File: src/rtl/uart_byte_rx.sv
// UART byte receiver: oversampled async RX line -> deframed 8N1 (8E1 with UART_RX_PARITY_EN) bytes.
// Latency: BYTE_VALID one cycle after stop-bit mid-sample (~9.5*CLKS_PER_BIT+3 cycles from RX fall).
// Backpressure: none; BYTE_VALID/FRAME_ERR are single-cycle strobes the consumer must take as they come.
//
// Optional build macro: UART_RX_PARITY_EN adds an even-parity bit between data and stop (11-bit frame).
// Ports:
//   CLK        - clock, all logic on rising edge
//   RESET      - synchronous active-high reset
//   RX         - asynchronous serial input, idle high, LSB first
//   BYTE       - last good received byte, held until the next good frame
//   BYTE_VALID - 1-cycle pulse when BYTE has just been updated
//   FRAME_ERR  - 1-cycle pulse on bad stop bit (or bad parity)
//   BUSY       - high whenever the receiver is not idle
module uart_byte_rx #(
    parameter int CLKS_PER_BIT = 16
) (
    input  logic       CLK,
    input  logic       RESET,
    input  logic       RX,
    output logic [7:0] BYTE,
    output logic       BYTE_VALID,
    output logic       FRAME_ERR,
    output logic       BUSY
);

    localparam int CW = $clog2(CLKS_PER_BIT);
    // Last count of a full bit period, and of the half period used to reach mid start bit.
    localparam logic [CW-1:0] BIT_LAST  = CW'(CLKS_PER_BIT - 1);
    localparam logic [CW-1:0] HALF_LAST = CW'(CLKS_PER_BIT / 2 - 1);

    typedef enum logic [2:0] {
        S_IDLE   = 3'd0,
        S_START  = 3'd1,
        S_DATA   = 3'd2,
`ifdef UART_RX_PARITY_EN
        S_PARITY = 3'd3,
`endif
        S_STOP   = 3'd4,
        S_WAITHI = 3'd5
    } state_t;

    state_t          state;
    logic            rx_meta;
    logic            rx_s;
    logic [CW-1:0]   clk_cnt;
    logic [2:0]      bit_cnt;
    logic [7:0]      shreg;
`ifdef UART_RX_PARITY_EN
    logic            par_err;
`endif

    assign BUSY = (state != S_IDLE);

    always_ff @(posedge CLK) begin
        if (RESET) begin
            state      <= S_IDLE;
            rx_meta    <= 1'b1;
            rx_s       <= 1'b1;
            clk_cnt    <= '0;
            bit_cnt    <= '0;
            shreg      <= '0;
            BYTE       <= 8'h00;
            BYTE_VALID <= 1'b0;
            FRAME_ERR  <= 1'b0;
`ifdef UART_RX_PARITY_EN
            par_err    <= 1'b0;
`endif
        end else begin
            rx_meta    <= RX;
            rx_s       <= rx_meta;
            BYTE_VALID <= 1'b0;
            FRAME_ERR  <= 1'b0;

            case (state)
                S_IDLE: begin
                    clk_cnt <= '0;
                    bit_cnt <= '0;
                    if (!rx_s) state <= S_START;
                end

                S_START: begin
                    if (clk_cnt == HALF_LAST) begin
                        clk_cnt <= '0;
                        // Line back high at mid start bit: treat as a glitch, no report.
                        state   <= rx_s ? S_IDLE : S_DATA;
                    end else begin
                        clk_cnt <= clk_cnt + 1'b1;
                    end
                end

                S_DATA: begin
                    if (clk_cnt == BIT_LAST) begin
                        clk_cnt <= '0;
                        shreg   <= {rx_s, shreg[7:1]};
                        if (bit_cnt == 3'd7) begin
                            bit_cnt <= '0;
`ifdef UART_RX_PARITY_EN
                            state   <= S_PARITY;
`else
                            state   <= S_STOP;
`endif
                        end else begin
                            bit_cnt <= bit_cnt + 1'b1;
                        end
                    end else begin
                        clk_cnt <= clk_cnt + 1'b1;
                    end
                end

`ifdef UART_RX_PARITY_EN
                S_PARITY: begin
                    if (clk_cnt == BIT_LAST) begin
                        clk_cnt <= '0;
                        // Even parity: data bits plus parity bit must XOR to zero.
                        par_err <= (^shreg) ^ rx_s;
                        state   <= S_STOP;
                    end else begin
                        clk_cnt <= clk_cnt + 1'b1;
                    end
                end
`endif

                S_STOP: begin
                    if (clk_cnt == BIT_LAST) begin
                        clk_cnt <= '0;
`ifdef UART_RX_PARITY_EN
                        if (rx_s && !par_err) begin
`else
                        if (rx_s) begin
`endif
                            BYTE       <= shreg;
                            BYTE_VALID <= 1'b1;
                            state      <= S_IDLE;
                        end else begin
                            FRAME_ERR  <= 1'b1;
                            state      <= S_WAITHI;
                        end
                    end else begin
                        clk_cnt <= clk_cnt + 1'b1;
                    end
                end

                S_WAITHI: begin
                    // Hold off on a break / stuck-low line so it is not read as a new start bit.
                    clk_cnt <= '0;
                    if (rx_s) state <= S_IDLE;
                end

                default: begin
                    state   <= S_IDLE;
                    clk_cnt <= '0;
                end
            endcase
        end
    end

endmodule
File: config.mk
export PLATFORM = sky130hd
export DESIGN_NAME = uart_byte_rx
export DESIGN_NICKNAME = d
export VERILOG_FILES = /design/src/rtl/uart_byte_rx.sv
export SDC_FILE = /design/constraint.sdc
export NUM_CORES = 1
export LEC_CHECK = 0
export CORE_ASPECT_RATIO = 1.5
export CORE_MARGIN = 1
export CORE_UTILIZATION = 58
export DETAILED_ROUTE_END_ITERATION = 7
export PLACE_DENSITY = 0.92
export SLEW_MARGIN = 20
export SYNTH_ARGS = -nofsm -noshare
export SYNTH_HDL_FRONTEND = slang
export SYNTH_SLANG_ARGS = --single-unit
File: constraint.sdc
create_clock -name CLK -period 5.01 [get_ports CLK]
set_input_delay 0.7515 -clock CLK [delete_from_list [all_inputs] [get_ports CLK]]
set_output_delay 0.7515 -clock CLK [all_outputs]
set_load 0.02 [all_outputs]
==> results.md <==
- Clock-pin slew on the worst setup and hold paths: 90 ps
- Number of buffers inserted for hold repair after clock tree synthesis: 0
- Combined area of all synthesized cells: around 1300 um^2
- Post_cts resized: 0
- Startpoint type of the worst setup path: flop
- Hold/Removal Path Class: reg -> reg
- Pin count of the biggest net entering global routing: 28
- Placed cell area: around 1400 um^2
- Final estimated routing congestion in global placement: ~0.76
- Number of levels the H-tree was split into: 2
- Insertion delay to the later sink of the worst-skew pair: 340 ps
- Post-synth EDFFs: 0
- Total non-filler cell area in the finished layout: 1440 um^2
- Post-synthesis area per instance: just over 9 um^2
- Buffer depth of the longest clock path: 2
- Post-layout minimum cycle time: 2570 ps
- Power consumption: 534 uW
- Floorplan core area: between 2000 and 2500 um^2
- Share of flip-flops with an asynchronous set or reset: 0%
- Pre-CTS WS: 2570 ps
- Routed wire per std cell: 13.4 um
- CP arrival: 1820 ps
- Synthesis-to-finish area growth: 14.8%
- Flop-to-flop setup slack: roughly 3100 ps
- Routed wire length: 2.27 mm
- Yosys warns: 0
- Setup repair after global routing missed its margin: no
- Via count of the first global-routing pass: 917
- Clock tree root driver cell: clkbuf_4
- Worst Reg2Reg Path Length in Cells: 5
- Clock tree from TritonCTS: done
- Main synth FF type: dfxtp_1
- Row cnt: 20
- Headroom to the max-slew limit: 42.7%
- End of the worst register-to-register path: state[0]
- Part of the cycle the worst path needs: 51.3%
- Critical Path End: BUSY
- Port Buffer Count: 13
- Sort of element at the end of the critical path: output pin
- Floorplan die height: between 50 and 60 um
- Number of violations reported at the end of detailed-routing iteration 0: 14
- Top-level port count: 14
- Cell Pwr Density: around 370 nW/um^2
- Most common cell after layout, fill and taps aside: dfxtp_1
- DRT Pass-1 Iters: 5
- Worst path slowest cell: clkdlybuf4s50_1
- Number of flip-flops and latches in the synthesized netlist: 30
- Antenna Cells: 0
- Transition time at the pin with the least slew margin: 858 ps
- Count of final hold-check violations: 0
- Number of standard cells in the final layout excluding fillers: about 170
- Number of setup buffers added after CTS: 0
- Hold_ws: between 400 and 500 ps
- Largest vdd supply drop: 0.000259 V
- Share of post-route cells with drive strength above 1: 10.9%
- Sequential-to-total area share from yosys stat: between 40% and 50%
- Number of nets with antenna violations after routing: 0
- Peak clock frequency supported by timing: 389 MHz
- Global-route wire length before repair: 3.72 mm
- Routed vias: 977
- Post-layout utilization of the core: between 70% and 80%
- Number of max-capacitance violations reported: 0
- Count of placed standard cells including taps: 161
- Largest stage delay, worst path: between 500 and 600 ps
- Total clock buffers created by CTS: 5
- Setup_tns: 0 ps
- Leakage power: roughly 0.62 nW
- Starting density of the core: 61.9%
- Outcome: finished clean
- Worst path required time: 4260 ps
- Total setup violations reported at the end of the flow: 0
- Skew final: 8.92 ps
- Most frequent cells in the layout: 30 x dfxtp_1, 19 x nand2_1, 14 x nor2_1, 13 x clkdlybuf4s50_1, 11 x a21oi_1
- Tot GR Track Use: 24.0%
- Overall die width: 40.0 um
- Cell chain of the critical path: or3_1 > clkdlybuf4s50_1
- Worst flop-to-flop path startpoint: clk_cnt[0]
- Post-detail-place hpwl: 1.64 mm
- Total DRC errors in the routed layout: 0
- Crit path max-delay family: buffers and inverters
- Antenna violations before repair: 0
- Startpoint of the most critical setup path: state[2]
- Instance count of the mapped netlist: about 140
- Worst path bufs/invs: 1
- Post-synth net total: 142
- Clock sink total: 30
- Path type of the worst setup path: reg -> out
- Setup slack of the critical path after layout: 2440 ps
- Final-stage net count: 152
- Max-slew violations: 0
- Total overflow reported by the global router: 0
- Distinct cells, synth: 33
- Die ar.: 2360 um^2
- Path length in cells of the critical path: 2
- Post-DR vias/cell: 5.78
- Maximum fanout encountered on the critical timing path: 11
## power by group
group	internal, mW	total, mW	switching (mW)
clock network	0.103	0.188	0.0849
registers	0.244	0.260	0.0159
logic	0.0423	0.0854	0.0431
total	0.390	0.534	0.144
## area by class of cell
cell class                 instances  area (um^2)
sequential                        30          601
multi-input combinational         95          601
fill                             159          587
timing repair buffer              13          130
clock inverter                     3         40.0
clock buffer                       5         37.5
tap                               22         27.5
inverter                           1         3.75
## kinds of logic (layout without fill, tap and decap cells)
group / count (synthesis) / count (layout) / synth area share [%]
and+or+nand+nor: 60 / 60 / 24.1
DFF: 30 / 30 / 47.9
AOI/OAI and AO/OA: 18 / 18 / 9.47
muxes: 11 / 11 / 9.17
buffers and inverters: 11 / 22 / 4.29
adders and majority gates: 3 / 3 / 2.99
xor gates and xnor gates: 3 / 3 / 2.09
## Yosys cell counts, types with 2 or more instances
cell | number | share of area, %
a21oi_1 | 11 | 4.4
and2_1 | 2 | 1.0
buf_2 | 4 | 1.6
clkbuf_1 | 5 | 1.5
dfxtp_1 | 30 | 48
ha_1 | 3 | 3.0
mux2i_1 | 10 | 8.0
nand2_1 | 19 | 5.7
nand3_1 | 7 | 2.8
nand4b_1 | 2 | 1.4
nor2_1 | 14 | 4.2
nor2b_1 | 4 | 2.0
nor3b_1 | 2 | 1.2
or2_2 | 2 | 1.0
xor2_1 | 3 | 2.1
## layer usage
| metal | GRT usage [%] | up-vias | wire length [um] |
|---|---|---|---|
| met2 | 41.7 | 22 | 1260 |
| met5 | 0 | - | 0 |
| li1 | - | 484 | - |
| met3 | 11.7 | 6 | 107 |
| met4 | 11.3 | 0 | 44 |
| met1 | 21.6 | 465 | 856 |
## worst register-to-register path, cell delays in order (launching register included)
cell and delay, ps:
dfxtp_1 370, ha_1 210, and3_1 300, o32ai_2 140, a221o_2 460, mux2_4 310
## how the worst min path moves through the flow
stage | slack, ps | cells past startpoint | from | endpoint
2_1_floorplan | 390 | 1 | rx_meta | rx_s
3_3_place_gp | 390 | 1 | rx_meta | rx_s
3_5_place_dp | 400 | 1 | rx_meta | rx_s
4_1_cts | 420 | 1 | rx_meta | rx_s
5_1_grt | 470 | 1 | rx_meta | rx_s
6_report | 420 | 1 | rx_meta | rx_s
## sequential cells by signal, summed over array words and instances, names as in the netlist
name,cells
rx_s,1
state,3
clk_cnt,4
FRAME_ERR,1
shreg,8
rx_meta,1
bit_cnt,3
BYTE_VALID,1
BYTE,8
No activity file was read; power rests on OpenSTA's default activity.
